[config.mk]
export PLATFORM = sky130hd
export DESIGN_NAME = bram_frame_writer
export DESIGN_NICKNAME = d
export VERILOG_FILES = /design/src/rtl/etapa_pkg.sv /design/src/rtl/frame_addr_ctr.sv /design/src/rtl/bram_frame_writer.sv
export SDC_FILE = /design/constraint.sdc
export NUM_CORES = 1
export LEC_CHECK = 0
export CAP_MARGIN = 25
export CORE_ASPECT_RATIO = 0.5
export CORE_MARGIN = 2
export CORE_UTILIZATION = 45
export DETAILED_ROUTE_END_ITERATION = 6
export PLACE_DENSITY = 0.75
export REMOVE_ABC_BUFFERS = 1
export SKIP_CTS_REPAIR_TIMING = 1
export SLEW_MARGIN = 10
export SYNTH_ARGS = -nofsm -noshare
export SYNTH_HDL_FRONTEND = slang
export SYNTH_SLANG_ARGS = --single-unit
[constraint.sdc]
create_clock -name clk -period 4.5 [get_ports clk]
set_input_delay 0.45 -clock clk [delete_from_list [all_inputs] [get_ports clk]]
set_output_delay 0.45 -clock clk [all_outputs]
set_load 0.02 [all_outputs]
[src/rtl/etapa_pkg.sv]
// Shared definitions for the BRAM frame writer: default geometry,
// the sample type, the writer state encoding and the acknowledge timeout.
package etapa_pkg;

    localparam int DATA_W_DEF  = 17;
    localparam int ADDR_W_DEF  = 8;
    localparam int DEPTH_DEF   = 144;
    localparam int ACK_TIMEOUT = 16;

    typedef logic [DATA_W_DEF-1:0] sample_t;

    typedef enum logic [1:0] {
        FILL      = 2'd0,
        DONE      = 2'd1,
        WAIT_ACK  = 2'd2,
        WAIT_FREE = 2'd3
    } wr_state_t;

endpackage

[src/rtl/frame_addr_ctr.sv]
// Frame write pointer: counts 0..DEPTH-1, wraps to 0 after the last slot,
// can be cleared early, and flags the terminal slot.
module frame_addr_ctr
    import etapa_pkg::*;
#(
    parameter int DEPTH  = DEPTH_DEF,
    parameter int ADDR_W = ADDR_W_DEF
) (
    input  logic              clk_i,
    input  logic              rst_ni,
    input  logic              inc_i,
    input  logic              clr_i,
    output logic [ADDR_W-1:0] ptr_o,
    output logic              tc_o
);

    localparam logic [ADDR_W-1:0] LAST_SLOT = ADDR_W'(DEPTH - 1);

    logic [ADDR_W-1:0] ptr_q;
    logic [ADDR_W-1:0] ptr_d;

    // Next pointer: clear wins over increment; the last slot wraps to 0.
    always_comb begin
        ptr_d = ptr_q;
        if (clr_i) begin
            ptr_d = '0;
        end else if (inc_i) begin
            ptr_d = (ptr_q == LAST_SLOT) ? '0 : ptr_q + ADDR_W'(1);
        end
    end

    // Pointer register with synchronous active-low reset.
    always_ff @(posedge clk_i) begin
        if (!rst_ni) begin
            ptr_q <= '0;
        end else begin
            ptr_q <= ptr_d;
        end
    end

    assign ptr_o = ptr_q;
    assign tc_o  = (ptr_q == LAST_SLOT);

endmodule

[src/rtl/bram_frame_writer.sv]
// Streams samples into BRAM port A, one frame of DEPTH samples at a time,
// then hands the frame to the reader and waits for it to become free.
// Optional feature: define LAST_CHECK_EN to check s_last against the frame
// boundary and report mismatches on frame_err.
module bram_frame_writer
    import etapa_pkg::*;
#(
    parameter int DEPTH  = DEPTH_DEF,
    parameter int DATA_W = DATA_W_DEF,
    parameter int ADDR_W = ADDR_W_DEF
) (
    input  logic              clk,
    input  logic              reset,
    input  logic              s_valid,
    input  logic [DATA_W-1:0] s_data,
    input  logic              s_last,
    output logic              s_ready,
    input  logic              busy,
    output logic              wea,
    output logic [ADDR_W-1:0] addra,
    output logic [DATA_W-1:0] dina,
    output logic              data_done,
    output logic              frame_err,
    output logic [15:0]       frame_cnt
);

    localparam logic [4:0] ACK_LIMIT = 5'(ACK_TIMEOUT);

    wr_state_t         state_q, state_d;
    logic [4:0]        timer_q, timer_d;
    logic [ADDR_W-1:0] wr_ptr;
    logic              ptr_tc;
    logic              xfer;
    logic              last_err;
    logic              frame_end;

    logic              wea_q;
    logic [ADDR_W-1:0] addra_q;
    logic [DATA_W-1:0] dina_q;
    logic              data_done_q;
    logic              frame_err_q;
    logic [15:0]       frame_cnt_q;

    // Only accept samples while filling and out of reset.
    assign s_ready = reset && (state_q == FILL);
    assign xfer    = s_valid && s_ready;

`ifdef LAST_CHECK_EN
    // s_last must coincide exactly with the terminal slot.
    assign last_err = xfer && (s_last != ptr_tc);
`else
    logic unused_last;
    assign unused_last = s_last;
    assign last_err    = 1'b0;
`endif

    // A frame completes only on a clean transfer into the terminal slot.
    assign frame_end = xfer && ptr_tc && !last_err;

    frame_addr_ctr #(
        .DEPTH  (DEPTH),
        .ADDR_W (ADDR_W)
    ) u_addr_ctr (
        .clk_i  (clk),
        .rst_ni (reset),
        .inc_i  (xfer),
        .clr_i  (last_err),
        .ptr_o  (wr_ptr),
        .tc_o   (ptr_tc)
    );

    // Next-state logic; the ack timer counts idle cycles while in WAIT_ACK.
    always_comb begin
        state_d = state_q;
        timer_d = timer_q;
        case (state_q)
            FILL: begin
                if (frame_end) begin
                    state_d = DONE;
                end
            end
            DONE: begin
                state_d = WAIT_ACK;
                timer_d = '0;
            end
            WAIT_ACK: begin
                if (busy) begin
                    state_d = WAIT_FREE;
                end else if (timer_q == ACK_LIMIT) begin
                    state_d = FILL;
                end else begin
                    timer_d = timer_q + 5'd1;
                end
            end
            WAIT_FREE: begin
                if (!busy) begin
                    state_d = FILL;
                end
            end
            default: state_d = FILL;
        endcase
    end

    // State and timer registers.
    always_ff @(posedge clk) begin
        if (!reset) begin
            state_q <= FILL;
            timer_q <= '0;
        end else begin
            state_q <= state_d;
            timer_q <= timer_d;
        end
    end

    // Registered BRAM port and status pulses; data_done follows the DONE cycle.
    always_ff @(posedge clk) begin
        if (!reset) begin
            wea_q       <= 1'b0;
            addra_q     <= '0;
            dina_q      <= '0;
            data_done_q <= 1'b0;
            frame_err_q <= 1'b0;
            frame_cnt_q <= '0;
        end else begin
            wea_q       <= xfer;
            if (xfer) begin
                addra_q <= wr_ptr;
                dina_q  <= s_data;
            end
            data_done_q <= (state_q == DONE);
            frame_err_q <= last_err;
            if (state_q == DONE) begin
                frame_cnt_q <= frame_cnt_q + 16'd1;
            end
        end
    end

    assign wea       = wea_q;
    assign addra     = addra_q;
    assign dina      = dina_q;
    assign data_done = data_done_q;
    assign frame_err = frame_err_q;
    assign frame_cnt = frame_cnt_q;

endmodule

=== After elaboration in Yosys (flattened, before gate mapping) ===
Cells that the tools add are included.

* Register bits after elaboration: 58
* Input bits: 22
* Output and inout bits: 45
* Logic and storage cells: 37

* Add/subtract/negate cells: 3
* Eq/ne operators: 10
* Multiplexer cells: 9
* Reduce and logical (&&, ||, !) cells: 7

{| class="wikitable"
|+ Operator list
! operator !! number
|-
| $add 16x1->16 const B || 1
|-
| $mux 5 || 2
|-
| $pmux 5 s2 || 1
|-
| $add 8x1->8 const B || 1
|-
| $eq 8x8->1 const B || 1
|-
| $mux 2 || 4
|-
| $mux 8 || 1
|-
| $ne 2x2->1 const B || 4
|-
| $pmux 2 s4 || 1
|-
| $reduce_and 3->1 || 2
|-
| $add 5x1->5 const B || 1
|-
| $eq 5x5->1 const B || 1
|-
| $eq 2x2->1 const B || 2
|-
| $logic_and 1x1->1 || 3
|-
| $ne 3x3->1 const B || 1
|-
| $eq 2x1->1 const B || 1
|-
| $logic_not 2->1 || 1
|-
| $reduce_bool 2->1 || 1
|}

=== Longest topological paths before layout ===
* Word-level depth: 6
* Gate-level depth with buffers: 6

=== By module ===
A second synthesis with hierarchy kept.

* Cells, all modules: 296
* Area total of the unflattened synthesis: 2547.4 µm²

{| class="wikitable"
|+ By module, submodules not included
! module !! instances !! cells each !! area each (µm²) !! seq. area each (µm²)
|-
| bram_frame_writer || 1 || 251 || 2144.6 || 1001.0
|-
| frame_addr_ctr || 1 || 45 || 402.9 || 160.2
|}

=== Worst setup path after synthesis ===
OpenSTA, ideal clock, no wires.

* Path type: flip-flop to flip-flop
* From: register frame_cnt_q[0], in the netlist frame_cnt[0]
* To: register frame_cnt_q[14], in the netlist frame_cnt[14]
* Setup time: 0.059 ns
* Arrival: 1.775 ns
* Setup slack: 2.666 ns
* Stages on the path, launching flop included: 6
* Clock period less this slack: 1.834 ns
* Cell sequence: dfxtp_1 > ha_1 > and4b_2 > or3b_4 > or4_1 > nand2_1

* Word-level cells in the longest chain between the ends: 1

{| class="wikitable"
|+ Ends and longest elaborated chain
! item !! RTL line !! text
|-
| from (decl) || bram_frame_writer.sv:42 || <nowiki>logic [15:0] frame_cnt_q;</nowiki>
|-
| from (signal assigned) || bram_frame_writer.sv:133 || <nowiki>frame_cnt_q <= frame_cnt_q + 16'd1;</nowiki>
|-
| $add 16x1->16 || bram_frame_writer.sv:133 ||
|}

No other way between the ends.
A chain may end at the register's enable or synchronous reset.

=== Worst setup path after layout ===
* From: input reset
* To: output s_ready

* Word-level cells in the longest chain between the ends: 1

{| class="wikitable"
|+ Ends and longest elaborated chain
! item !! RTL line !! text
|-
| from (decl) || bram_frame_writer.sv:13 || <nowiki>input logic reset,</nowiki>
|-
| $logic_and 1x1->1 || bram_frame_writer.sv:45 || <nowiki>assign s_ready = reset && (state_q == FILL);</nowiki>
|-
| to (decl) || bram_frame_writer.sv:17 || <nowiki>output logic s_ready,</nowiki>
|}

No other way between the ends.

==> impl_metrics.yaml <==
grt:
  grt_pass1_wl_um: 8520
  grtUsageTotal_pct: 18.5
  grt-ovfl-total: 0
  antenna_found_initial: 0
  grt_max_degree: 31
  grt_pass1_vias: 1954
placed_design:
  numPortBuffers: 64
  post-dp-hpwl_um: 3560
  placedCellCount: 399
  gp_routability_congestion: 0.733
power_and_ir_drop:
  vdd_drop_max_mv: 0.213
  leakage_nw: 1.20
  power.density_nw_per_um2: 341
cts:
  ctsHtreeMaxLevel: 3
  clk_pin_slew_ns: 0.06
  cts_buffer_depth: 2
  cts_root_buffer: "clkbuf_8"
  cts_made_buffers: 9
  cts_sinks: 58
  cts_tree: "built"
  insertion_delay_ns: 0.34
route:
  ant_nets: 0
  vias_per_cell: 4.95
  drt_iter0_drc: 41
  vias: 2056
  drc: 0
  wl_um: 5120
  routedWlPerCell_um: 12.3
  dr.pass1.iters: 6
layout:
  area_growth_pct: 37.6
  drive_above_1_share_pct: 7.25
  finalNonFillerCells: 415
  antenna_cells: 0
  final_util_pct: 65.0
  fill_cells: 436
  nets: 366
min_path:
  hold_class: "reg -> reg"
  hold_path_end: "dina[7]$_SDFFE_PN0P_"
  hold_start: "dina[7]$_SDFFE_PN0P_"
  whs_path_depth: 2
logic_synthesis:
  synth.distinct_cells: 42
  syn_area_um2: 2360
  synth_fa_ha_area_share_pct: 2.12
  postSynth.asyncResetShare_pct: 0
  synth_xor_area_share_pct: 5.93
  ys_seq_area_share_pct: 49.2
  syn_inst: 276
  synthSimpleGateAreaFrac_pct: 27.1
  ys_ff_latch: 58
  synth_flop_cell: "dfxtp_1"
  synth_top_family_by_area: "simple AND/OR/NAND/NOR gates"
  ys_warn_count: 0
  synthMuxAreaShare_pct: 2.12
  syn_area_per_cell_um2: 8.56
  synth_compound_area_share_pct: 10.4
  synth_edf_count: 0
die:
  num_rows: 18
  pin_count: 67
  initial_core_util_pct: 47.2
  dieArea_um2: 5880
  design.core.area_um2: 5000
  die_width_um: 106
  dieHeight_um: 55.2
timing:
  fmax_mhz: 336
  timing.setup.tns_ns: 0
  finalHoldViolations: 0
  period_minus_slack_ns: 2.98
  setup_viol: 0
  clock_skew_ns: 0.00961
  worst_pin_slew_ns: 0.769
  fin_crit_sh_pct: 66.2
  rsz0062_at_grt: "false"
  finalMaxSlewViolations: 0
  slew-limit-headroom_pct: 48.3
critical_path:
  reg2reg_slack_ns: 2.42
  worstSetupStartpointType: "primary input"
  crit_required_ns: 4.05
  path_class: "in -> out"
  crit_path_end_kind: "output port"
  reg2reg_to: "u_addr_ctr.ptr_o[4]$_SDFFE_PN0P_"
  r2r.worst_path.cells: 5
  r2r-start: "state_q[0]$_SDFFE_PN0P_"
  cp_max_fo: 18
  crit_arrival_ns: 2.53
flow_run:
  maxCapViolCount: 0
run_status:
  status: "complete, no violations"
==> cells by family after synthesis <==
family	count (synthesis)
muxes	5
AOI/OAI and AO/OA	42
DFF	58
other	1
xor gates and xnor gates	16
adders and majority gates	4
buffers and inverters	17
and+or+nand+nor	133
==> Yosys cell counts, types with 3 or more instances <==
master	n	area share, %
xnor2_1	4	1.5
nand3b_1	4	1.3
ha_1	4	2.1
a21oi_1	5	1.1
nor3_1	4	0.85
or3_1	3	0.79
nor2_1	22	3.5
inv_1	3	0.48
nand2_1	63	10
xor2_1	12	4.4
dfxtp_1	58	49
buf_2	3	0.64
and3_1	3	0.79
mux2i_1	5	2.1
nand2b_1	4	1.1
o21ai_0	28	5.9
clkbuf_1	10	1.6
nand3_1	10	2.1
nand4_1	4	1.1
==> worst max path at each step <==
stage,slack (ns),depth (start not counted),endpoint,startpoint
after global routing,1.40,5,s_ready,reset
after CTS,1.54,5,s_ready,reset
final,1.52,5,s_ready,reset
after detailed placement,1.51,6,u_addr_ctr.ptr_o[4]$_SDFFE_PN0P_,reset
after global placement,1.53,5,s_ready,reset
after floorplan,2.67,5,frame_cnt[14]$_SDFFE_PN0N_,frame_cnt[0]$_SDFFE_PN0N_
==> registers in the layout, indices dropped and copies added (netlist names) <==
register	flops
addra	8
data_done	1
dina	17
frame_cnt	16
state_q	2
timer_q	5
u_addr_ctr.ptr_o	8
wea	1
==> critical path: stages <==
cell,delay [ns]
clkdlybuf4s50_1,0.86
buf_4,0.35
inv_1,0.08
nor3_1,0.15
clkdlybuf4s50_1,0.64
==> per-stage QoR <==
stage / power (W) / cell area, um^2 / setup slack [ns] / hold WS (ns)
after floorplan: 0.000583 / 2300 / 2.67 / 0.458
after global placement: 0.000636 / 3050 / 1.53 / 0.444
after detailed placement: 0.000638 / 3050 / 1.51 / 0.450
after CTS: 0.00112 / 3250 / 1.54 / 0.458
after global routing: 0.00115 / 3250 / 1.40 / 0.475
final: 0.00111 / 3250 / 1.52 / 0.456
==> area by class of cell <==
type,count,area (um^2),share of cell area (%)
multi-input combinational,201,1130,34.8
timing repair buffer,67,663,20.4
sequential,58,1160,35.7
tap,70,87.6,2.69
inverter,3,11.3,0.346
clock inverter,2,35.0,1.08
clock buffer,14,163,5.00
==> cells in the final DEF (no fill, tap or decap), types with 4 or more instances in the layout <==
master,synthesis,routed
nand3_1,10,10
nor3_1,4,4
o21ai_0,28,28
nand4_1,4,4
mux2i_1,5,5
xnor2_1,4,4
a21oi_1,5,5
nor2_1,22,22
nand3b_1,4,4
clkbuf_8,0,11
dfxtp_1,58,58
clkdlybuf4s50_1,0,64
xor2_1,12,12
nand2b_1,4,4
ha_1,4,4
nand2_1,63,63
==> metal layers <==
metal  track usage [%]  share of wire [%]
met5                 0                  0
met2              29.2                 45
met1              21.5                 46
met3              8.50                7.0
met4              8.53                1.6
==> where the power goes <==
group / switching [W] / total [W] / internal, W
Combinational: 0.0000462 / 0.0000915 / 0.0000453
Sequential: 0.00000752 / 0.000535 / 0.000527
Clock: 0.000195 / 0.000481 / 0.000286
(Power assumes the default switching activity.)
